<file path="src/rtl/pipe_ctrl.sv">
// Pipeline hazard/stall controller: load-use bubbles, branch flushes, multicycle-op wait with watchdog.
// Optional performance counters are enabled by defining PIPE_PERF_CNT_EN.
module pipe_ctrl #(
  parameter int REG_ADDR_W    = 5,
  parameter int MC_MAX_CYCLES = 32
) (
  input  logic                  clk_i,
  input  logic                  rst_n,
  input  logic [REG_ADDR_W-1:0] id_rs_i,
  input  logic [REG_ADDR_W-1:0] id_rt_i,
  input  logic                  id_uses_rt_i,
  input  logic                  ex_memread_i,
  input  logic [REG_ADDR_W-1:0] ex_rd_i,
  input  logic                  branch_taken_i,
  input  logic                  mc_start_i,
  input  logic                  mc_done_i,
  output logic                  pc_write_o,
  output logic                  ifid_stall_o,
  output logic                  ifid_flush_o,
  output logic                  idex_stall_o,
  output logic                  idex_flush_o,
  output logic                  exmem_flush_o,
  output logic                  mc_timeout_o,
  output logic [31:0]           stall_cnt_o,
  output logic [31:0]           flush_cnt_o
);

  typedef enum logic {RUN, MC_WAIT} state_t;

  localparam logic [7:0] MC_MAX = 8'(MC_MAX_CYCLES);

  state_t     state;
  logic [7:0] mc_cnt;
  logic       load_use;
  logic       br_flush;

  assign load_use = ex_memread_i && (ex_rd_i != '0) &&
                    ((ex_rd_i == id_rs_i) || (id_uses_rt_i && (ex_rd_i == id_rt_i)));

  // Controls are combinational so the stall/flush takes effect on the same edge.
  always_comb begin
    pc_write_o    = 1'b1;
    ifid_stall_o  = 1'b0;
    ifid_flush_o  = 1'b0;
    idex_stall_o  = 1'b0;
    idex_flush_o  = 1'b0;
    exmem_flush_o = 1'b0;
    br_flush      = 1'b0;
    if (!rst_n) begin
      pc_write_o    = 1'b0;
      ifid_flush_o  = 1'b1;
      idex_flush_o  = 1'b1;
      exmem_flush_o = 1'b1;
    end else if (state == RUN) begin
      if (branch_taken_i) begin
        ifid_flush_o = 1'b1;
        idex_flush_o = 1'b1;
        br_flush     = 1'b1;
      end else if (mc_start_i && !mc_done_i) begin
        pc_write_o    = 1'b0;
        ifid_stall_o  = 1'b1;
        idex_stall_o  = 1'b1;
        exmem_flush_o = 1'b1;
      end else if (load_use) begin
        pc_write_o   = 1'b0;
        ifid_stall_o = 1'b1;
        idex_flush_o = 1'b1;
      end
    end else if (!mc_done_i && (mc_cnt < MC_MAX)) begin
      pc_write_o    = 1'b0;
      ifid_stall_o  = 1'b1;
      idex_stall_o  = 1'b1;
      exmem_flush_o = 1'b1;
    end
  end

  always_ff @(posedge clk_i) begin
    if (!rst_n) begin
      state        <= RUN;
      mc_cnt       <= '0;
      mc_timeout_o <= 1'b0;
    end else begin
      case (state)
        RUN: begin
          if (!branch_taken_i && mc_start_i && !mc_done_i) begin
            state  <= MC_WAIT;
            mc_cnt <= 8'd1;
          end
        end
        MC_WAIT: begin
          if (mc_done_i) begin
            state  <= RUN;
            mc_cnt <= '0;
          end else if (mc_cnt < MC_MAX) begin
            mc_cnt <= mc_cnt + 8'd1;
          end else begin
            // Watchdog expired: release the pipeline and latch the error.
            state        <= RUN;
            mc_cnt       <= '0;
            mc_timeout_o <= 1'b1;
          end
        end
      endcase
    end
  end

`ifdef PIPE_PERF_CNT_EN
  logic [31:0] stall_q;
  logic [31:0] flush_q;

  always_ff @(posedge clk_i) begin
    if (!rst_n) begin
      stall_q <= '0;
      flush_q <= '0;
    end else begin
      if (!pc_write_o && (stall_q != 32'hFFFF_FFFF)) stall_q <= stall_q + 32'd1;
      if (br_flush && (flush_q != 32'hFFFF_FFFF)) flush_q <= flush_q + 32'd1;
    end
  end

  assign stall_cnt_o = stall_q;
  assign flush_cnt_o = flush_q;
`else
  logic unused_br_flush;
  assign unused_br_flush = br_flush;
  assign stall_cnt_o     = '0;
  assign flush_cnt_o     = '0;
`endif

endmodule

</file>
<file path="config.mk">
export PLATFORM = sky130hd
export DESIGN_NAME = pipe_ctrl
export DESIGN_NICKNAME = d
export VERILOG_FILES = /design/src/rtl/pipe_ctrl.sv
export SDC_FILE = /design/constraint.sdc
export NUM_CORES = 1
export LEC_CHECK = 0
export ABC_AREA = 1
export BUFFER_PORTS_ARGS = -buffer_cell sky130_fd_sc_hd__buf_2
export CAP_MARGIN = 25
export CORE_MARGIN = 1
export CORE_UTILIZATION = 41
export CTS_BUF_LIST = sky130_fd_sc_hd__clkbuf_4
export DETAILED_ROUTE_END_ITERATION = 8
export PLACE_DENSITY = 0.82
export SYNTH_ARGS = -nofsm -noshare
export SYNTH_HDL_FRONTEND = slang
export SYNTH_SLANG_ARGS = --single-unit
</file>
<file path="constraint.sdc">
create_clock -name clk_i -period 1.3 [get_ports clk_i]
set_clock_uncertainty 0.05 [all_clocks]
set_input_delay 0.065 -clock clk_i [delete_from_list [all_inputs] [get_ports clk_i]]
set_output_delay 0.065 -clock clk_i [all_outputs]
set_load 0.02 [all_outputs]
</file>
==> flow_metrics.tcl, run 1 <==
set metrics [dict create \
    synth_area_mm2 0.001219 \
    final.min_clock_period_ns 1.645 \
    avgSynthCellArea_um2 6.186 \
    layout.nets 261 \
    p_sw_mw 0.3861 \
    cts_max_path_buffers 2 \
    coreArea_mm2 0.002781 \
    drcViolationCount 0 \
    wirelength_mm 2.170 \
    htreeDepth 1 \
    p_total_mw 0.8951 \
    wl_per_cell_um 8.097 \
    fp-row-count 19 \
    hold_violations 0 \
    required_ns 1.19 \
    synth_cells 197 \
    clock_sinks 10 \
    finalCritPeriodShare 1.265 \
    ios 93 \
    final_max_slew_viol_count 0 \
    violations "setup timing" \
    antenna_found_initial 0 \
    path_cells "nor2_2 > nand2_2 > nor3_4 > inv_2 > o21ai_2 > inv_2 > nor2_4 > buf_4 > buf_6" \
    synth_top_area_share 0.4004 \
    irDropWorstVdd_mv 0.6650 \
    die_h_um 56.52 \
    track_usage 0.1414 \
    synth_area_leaders "buf_4, dfxtp_1, nand2_1, inv_1, nor2_1" \
    setup_violations 7 \
    seq_area_frac_synth 0.1643 \
    insertion_delay_ns 0.27 \
    areaGrowthSynthToFinish_pct 8.317 \
    whs_ns 0.06820 \
    first_global_vias 883 \
    ys_ff_latch 10 \
    die_w_um 56.52 \
    drt-initial-drc-count 21 \
    seqPwrFrac 0.349 \
    swShare 0.4313 \
    drtPass1Iterations 4 \
    p_leak_nw 0.8057 \
    synth_cell_type_count 20 \
    cap_viol_max_count 0 \
    cp_top_family "simple AND/OR/NAND/NOR gates" \
    drtAntennaViolNets 0 \
    start_kind "register" \
    grt_pass1_wl_mm 3.574 \
    gr-total-overflow 0 \
    critPathMostFrequentCell "inv_2" \
    yosysTopAreaCell "buf_4" \
    layout-drive-gt1-share 0.2574 \
    power_density_mw_per_mm2 678.1 \
    clkPwrFrac 0.242 \
    initial_utilization 0.4381 \
    worst_slack_ns -0.3450 \
    status "complete, but fails checks" \
    grt_start_max_net_pins 11 \
    endpoint_kind "output port" \
    num_antenna_cells 0 \
    yosys_warnings 0 \
    clk_pin_slew_worst_paths_ns 0.07 \
    rsz0062_at_grt "yes" \
    via_per_inst 3.940 \
    p_int_mw 0.5090 \
    die-area_mm2 0.003195 \
    slowest_stage "dfxtp_2" \
    ctsRootBufferMaster "clkbuf_4" \
    io_buffers 28 \
    fin_tns_setup_ns -1.921 \
    cts_buffers 3 \
    comb_power_share 0.408 \
    tritoncts "done" \
    gp_congestion 0.8527 \
    hold_class "input port to register" \
    critPathKind "register to output port" \
    worst_path_largest_cell_delay_ns 0.32 \
    max_freq_mhz 607.9 \
    crit_arrival_ns 1.53 \
    dp.final_hpwl_mm 1.727 \
    path_max_fanout 3 \
    vias 1056 \
    worst-path-buf-inv 4 \
]
## final cells by class
type                            instances  area, um2
Tap cell                               31      38.79
Clock buffer                            3      22.52
Fill cell                             283       1461
Timing Repair Buffer                   38      247.7
Clock inverter                          1      3.754
Multi-Input combinational cell        156      694.4
Inverter                               29      108.9
Sequential cell                        10      203.9
## cells in the final DEF, fill, tap and decap left out, types with 3 or more instances in the layout
master     n
o21ai_2    3
o21ai_0    4
inv_2      5
dfxtp_1    7
nor2_1    13
nand4_1    3
buf_2     24
clkbuf_4   3
conb_1    64
nand2_1   47
inv_1     24
nand3_1    4
a21oi_1    5
dfxtp_2    3
buf_6      6
buf_4      8
## logic make-up (layout without fill, tap and decap cells)
| group | Yosys count | in the layout | synth area share |
|---|---|---|---|
| buffers and inverters | 94 | 71 | 0.4897 |
| AND/OR/NAND/NOR | 76 | 76 | 0.2680 |
| AO/OA/AOI/OAI | 14 | 14 | 0.05749 |
| flip-flops | 10 | 10 | 0.1643 |
| adder cells (fa/ha/maj) | 1 | 1 | 0.01027 |
| other | 1 | 64 | 0.003077 |
| XOR/XNOR | 1 | 1 | 0.007188 |
## through the flow
stage            util  instance area [um2]  instances  setup WS (ns)
5_1_grt        0.4746                 1320        268        -0.4581
3_3_place_gp   0.4238                 1179        257        0.02481
4_1_cts        0.4606                 1281        266        -0.2876
2_1_floorplan       -                 1465        260        0.02080
3_5_place_dp   0.4238                 1179        257       -0.04046
6_report       0.4746                 1320        268        -0.3450
## cell usage after synthesis, drive strengths merged
master / number
nand2: 50
xnor2: 1
a21oi: 7
o21ai: 7
or2: 1
nor3: 2
conb: 1
buf: 65
nor2: 16
dfxtp: 10
ha: 1
inv: 29
nand4: 3
nand3: 4
## sequential cells by signal, summed over array words and instances, names as in the netlist
| signal | cells |
|---|---|
| mc_cnt | 8 |
| mc_timeout_o | 1 |
| state | 1 |
## power groups by stage
stage	sequential, mW	combinational [mW]	clock (mW)
6_report	0.313	0.366	0.217
5_1_grt	0.313	0.399	0.239
4_1_cts	0.313	0.356	0.221
3_5_place_dp	0.320	0.335	0
3_3_place_gp	0.320	0.331	0
2_1_floorplan	0.320	0.412	0
## repair_timing
action / CTS / global route
gates cloned: 0 / 0
endpoints found under the setup margin: 7 / 11
hold buffers: 0 / 0
buffers inserted: 5 / 3
pin swaps: 1 / 7
gates resized for setup: 13 / 9
## routing by layer
layer / global-route usage / share of wire / vias up
met5: 0 / 0 / -
met4: 0.04530 / 0.014 / 0
met3: 0.03917 / 0.076 / 4
met2: 0.2689 / 0.52 / 59
met1: 0.1471 / 0.39 / 450
li1: - / - / 543
## worst reg2reg max path, delay by kind of cell, from the launching register on
family | cells | cell delay (ns)
buffers and inverters | 4 | 0.42
AOI/OAI and AO/OA | 1 | 0.13
DFF | 1 | 0.32
and+or+nand+nor | 4 | 0.64
## worst paths after layout
| check | start | end | slack, ns | cells after the start |
|---|---|---|---|---|
| worst max-delay path | mc_cnt[5] | idex_stall_o | -0.34 | 9 |
| worst min-delay path | rst_n | mc_cnt[4] | 0.07 | 3 |
| worst max register to register | mc_cnt[5] | mc_cnt[0] | -0.32 | 9 |
| worst min register to register | mc_cnt[6] | mc_cnt[6] | 0.41 | 2 |
No activity file was read; power rests on OpenSTA's default activity.
==> run 2, diff against run 1 <==
==> constraint.sdc (replaced) <==
create_clock -name clk_i -period 1.3 [get_ports clk_i]
set_clock_uncertainty 0.05 [all_clocks]
set_input_delay 0.26 -clock clk_i [delete_from_list [all_inputs] [get_ports clk_i]]
set_output_delay 0.26 -clock clk_i [all_outputs]
set_load 0.02 [all_outputs]
==> run 2 against run 1 <==
  * The flow still finishes with violations (setup timing)
  * Global-route usage is 1.1 points lower
  * Clock power is 6% lower
  * Wire length is 3.8% lower
  * Die area stayed put
  * Setup slack worse by 0.078 ns
  * Sequential power hardly changed
  * Critical path depth stayed put
  * Final area is 1.5% higher
  * Power is 0.18% lower
  * Count of clock-buffer cells in the layout stayed put
  * Largest cell class unchanged
==> flow_metrics.tcl, run 2 (synthesis results as in run 1) <==
set metrics [dict create \
    status "complete, but fails checks" \
    violations "setup timing" \
    insertion_delay_ns 0.26 \
    layout-drive-gt1-share 0.2743 \
    die_h_um 56.52 \
    required_ns 0.99 \
    dpl.cell_count 262 \
    p_leak_nw 0.8132 \
    fin_cells 268 \
    comb_power_share 0.422 \
    vias 1048 \
    layout_common_cells "conb_1, nand2_1, inv_1" \
    path_max_fanout 4 \
    hold_class "input port to register" \
    start_kind "register" \
    track_usage 0.1307 \
    ctsRootBufferMaster "clkbuf_4" \
    seqCellArea_um2 203.9 \
    r2r_cells 8 \
    max_freq_mhz 580.5 \
    p_int_mw 0.5178 \
    setup_violations 8 \
    endpoint_kind "output port" \
    tritoncts "done" \
    crit_arrival_ns 1.41 \
    gr-total-overflow 0 \
    clock_sinks 10 \
    p_sw_mw 0.3757 \
    clkPwrFrac 0.228 \
    largest_reg_flops 8 \
    first_global_vias 832 \
    nFillCells 293 \
    final.min_clock_period_ns 1.723 \
    gp_congestion 0.8240 \
    swShare 0.4205 \
    cts_max_path_buffers 2 \
    post-place-ws_ns -0.2647 \
    layout.cells.most_common "conb_1" \
    rsz0062_at_grt "yes" \
    irDropWorstVdd_mv 0.4420 \
    num_antenna_cells 0 \
    coreArea_mm2 0.002781 \
    placed_cell_area_mm2 0.001216 \
    htreeDepth 1 \
    io_buffers 28 \
    seqPwrFrac 0.350 \
    stdcell_area_mm2 0.001340 \
    cap_viol_max_count 0 \
    drcViolationCount 0 \
    fin_tns_setup_ns -1.929 \
    clk_pin_slew_worst_paths_ns 0.06 \
    drtPass1Iterations 4 \
    fp-row-count 19 \
    largestRegisters "mc_cnt x8, mc_timeout_o x1, state x1" \
    via_per_inst 3.910 \
    final_max_slew_viol_count 0 \
    finalCritPeriodShare 1.325 \
    critPathKind "register to output port" \
    wirelength_mm 2.088 \
    whs_path_depth 4 \
    multiInputGateArea_um2 684.4 \
    regMostFlops "mc_cnt" \
    die-area_mm2 0.003195 \
    cts_buffers 3 \
    areaGrowthSynthToFinish_pct 9.959 \
    hold_violations 0 \
    power_density_mw_per_mm2 666.8 \
    grt_pass1_wl_mm 3.332 \
    layout.nets 262 \
    antenna_found_initial 0 \
    initial_utilization 0.4381 \
    drtAntennaViolNets 0 \
    dp.final_hpwl_mm 1.664 \
    worst_slack_ns -0.4228 \
    grt_start_max_net_pins 7 \
    ios 93 \
    die_w_um 56.52 \
    drt-initial-drc-count 19 \
    wl_per_cell_um 7.791 \
]
-- run 2: cell types whose count changed in the layout (fill, tap and decap cells not counted), sizes merged --
cell | before | now
buf | 38 | 39
clkinv | 1 | 0
-- run 2: critical path: stages, from the launching register on --
cell	delay, ns
dfxtp_2	0.32
nor2_2	0.10
nand2_2	0.08
nor3_4	0.16
inv_2	0.06
o21ai_2	0.06
inv_2	0.08
buf_4	0.13
nand2_2	0.05
buf_6	0.11
-- run 2: layout make-up --
cell class / instances / area share
clock buffer: 3 / 0.01681
inverter: 29 / 0.08123
tap: 31 / 0.02894
sequential: 10 / 0.1522
multi-input combinational: 156 / 0.5107
timing repair buffer: 39 / 0.2101
-- run 2: through the flow --
stage	hold slack [ns]	total power, mW	util
floorplan	0.3646	0.7323	-
global placement	0.3719	0.6606	0.4372
detailed placement	0.3796	0.6627	0.4372
finish	0.3369	0.8935	0.4818
global route	0.3426	0.9524	0.4818
CTS	0.3307	0.8959	0.4755
-- run 2: timing repair --
action / 4_1_cts / 5_1_grt
setup endpoints to repair: 7 / 12
setup buffers: 3 / 2
hold buffers: 0 / 0
gates resized for setup: 19 / 10
pin swaps: 10 / 5
-- run 2: routing by layer --
metal | up-vias | track usage | share of wire
met4 | 0 | 0.03136 | 0.0091
met5 | - | 0 | 0
met2 | 63 | 0.2269 | 0.50
li1 | 540 | - | -
met1 | 441 | 0.1580 | 0.39
met3 | 4 | 0.03687 | 0.095
-- run 2: power groups by stage --
stage                     Sequential, mW  Combinational (mW)  Clock (mW)
final                              0.313               0.377       0.204
after floorplan                    0.320               0.412           0
after CTS                          0.313               0.368       0.215
after global routing               0.313               0.409       0.230
after global placement             0.320               0.341           0
after detailed placement           0.320               0.343           0
-- run 2: final timing paths --
check	startpoint	to	slack (ns)
max	mc_cnt[6]	exmem_flush_o	-0.42
max reg2reg	mc_cnt[6]	mc_cnt[0]	-0.08
min	mc_done_i	mc_timeout_o	0.34
min reg2reg	mc_cnt[6]	mc_cnt[6]	0.39
==> run 3, diff against run 2 <==
--- a/config.mk
+++ b/config.mk
@@ -6,7 +6,7 @@
 export NUM_CORES = 1
 export LEC_CHECK = 0
 export ABC_AREA = 1
-export BUFFER_PORTS_ARGS = -buffer_cell sky130_fd_sc_hd__buf_2
+export BUFFER_PORTS_ARGS = -buffer_cell sky130_fd_sc_hd__clkbuf_2
 export CAP_MARGIN = 25
 export CORE_MARGIN = 1
 export CORE_UTILIZATION = 41
==> run 3 against run 2 <==
  * The flow still finishes with violations (setup timing)
  * Count of clock-buffer cells in the layout unchanged
  * Global-route usage rose by 0.53 points
  * Sequential power hardly changed
  * Final area increased by 6.6%
  * First-iteration DRC count decreased by 53%
  * Die area did not move
  * Via count up 1.9%
  * Wire length rose by 7.9%
  * Power increased by 6.0%
  * Largest power group unchanged
==> flow_metrics.tcl, run 3 (synthesis results as in run 1) <==
set metrics [dict create \
    drt-initial-drc-count 9 \
    gr-total-overflow 0 \
    max_freq_mhz 573.8 \
    endpoint_kind "output port" \
    clk_pin_slew_worst_paths_ns 0.07 \
    final.min_clock_period_ns 1.743 \
    cts_max_path_buffers 2 \
    die_w_um 56.52 \
    irDropWorstVdd_mv 0.4137 \
    largest_reg_flops 8 \
    seqCellArea_um2 202.7 \
    ctsRootBufferMaster "clkbuf_4" \
    path_max_fanout 3 \
    multiInputGateArea_um2 713.2 \
    grt_start_max_net_pins 7 \
    worst_slack_ns -0.4426 \
    start_kind "register" \
    die_h_um 56.52 \
    cap_viol_max_count 0 \
    p_leak_nw 0.8267 \
    grt_pass1_wl_mm 3.456 \
    cts_buffers 3 \
    rsz0062_at_grt "yes" \
    wirelength_mm 2.253 \
    layout.nets 260 \
    gp_congestion 0.8594 \
    status "complete, but fails checks" \
    areaGrowthSynthToFinish_pct 17.25 \
    drtAntennaViolNets 0 \
    regMostFlops "mc_cnt" \
    die-area_mm2 0.003195 \
    power_density_mw_per_mm2 663.1 \
    tritoncts "done" \
    setup_violations 6 \
    dp.final_hpwl_mm 1.730 \
    violations "setup timing" \
    insertion_delay_ns 0.26 \
    crit_arrival_ns 1.43 \
    clock_sinks 10 \
    final_max_slew_viol_count 0 \
    p_total_mw 0.9475 \
    required_ns 0.99 \
    wl_per_cell_um 8.438 \
    coreArea_mm2 0.002781 \
    nFillCells 293 \
    ios 93 \
    drcViolationCount 0 \
    first_global_vias 878 \
    initial_utilization 0.4381 \
    fin_tns_setup_ns -1.950 \
    drtPass1Iterations 4 \
    layout-drive-gt1-share 0.3220 \
    htreeDepth 1 \
    io_buffers 28 \
    layout.cells.most_common "conb_1" \
    critPathKind "register to output port" \
    via_per_inst 4.000 \
    fp-row-count 19 \
    finalCritPeriodShare 1.340 \
    hold_violations 0 \
    num_antenna_cells 0 \
    antenna_found_initial 0 \
    hold_class "input port to register" \
    layout_common_cells "conb_1, nand2_1, inv_1" \
    vias 1068 \
    track_usage 0.1360 \
    largestRegisters "mc_cnt x8, mc_timeout_o x1, state x1" \
]
-- run 3: cell types whose count changed in the layout (fill, tap and decap cells not counted), sizes merged --
| cell | delta |
|---|---|
| clkbuf | +16 |
| buf | -18 |
| clkinv | +1 |
-- run 3: final cells by class --
class | instances | area share
clock buffers | 3 | 0.01576
clock inverters | 1 | 0.002627
inverters | 29 | 0.08144
multi-input cells | 156 | 0.4991
flip-flops and latches | 10 | 0.1419
well taps | 31 | 0.02715
repair buffers | 37 | 0.2320
-- run 3: critical path: stages, from the launching register on --
cell and delay (ns):
dfxtp_2 0.33, nor2_2 0.11, nand2_2 0.08, nor3_4 0.15
inv_2 0.06, o21ai_2 0.06, inv_2 0.07, nor2_4 0.11
inv_2 0.05, nand2_4 0.05, buf_8 0.11
-- run 3: metal layers --
metal / part of all wire / global-route usage
met5: 0 / 0
met4: 0.0049 / 0.05226
met3: 0.083 / 0.03687
met2: 0.52 / 0.2319
met1: 0.39 / 0.1608
-- run 3: final timing paths --
| check | start | end | slack, ns | cells past startpoint |
|---|---|---|---|---|
| setup reg to reg | mc_cnt[5] | mc_cnt[0] | 0.02 | 7 |
| hold reg to reg | mc_cnt[6] | mc_cnt[6] | 0.39 | 2 |
| setup / recovery | mc_cnt[5] | ifid_stall_o | -0.44 | 10 |
| hold / removal | mc_done_i | mc_timeout_o | 0.35 | 4 |
-- run 3: what timing repair did --
action / CTS / global route
setup buffers: 2 / 0
pin swaps: 7 / 20
resized for setup: 19 / 42
hold buffers: 0 / 0
endpoints found under the setup margin: 8 / 13
-- run 3: metrics by stage --
step                worst slack (ns)  instance area, um2  hold slack, ns  utilization  instances
detailed placement           -0.2909                1216          0.3751       0.4372        262
global placement             -0.2789                1216          0.3709       0.4372        262
floorplan                    -0.1642                1465          0.3646            -        260
global route                 -0.5632                1429          0.3963       0.5137        267
CTS                          -0.5048                1329          0.3458       0.4777        268
finish                       -0.4426                1429          0.3507       0.5137        267
-- run 3: where the power goes --
group	internal, mW	switching [mW]
registers	0.310	0.00294
clock network	0.111	0.108
logic	0.126	0.289
total	0.547	0.401
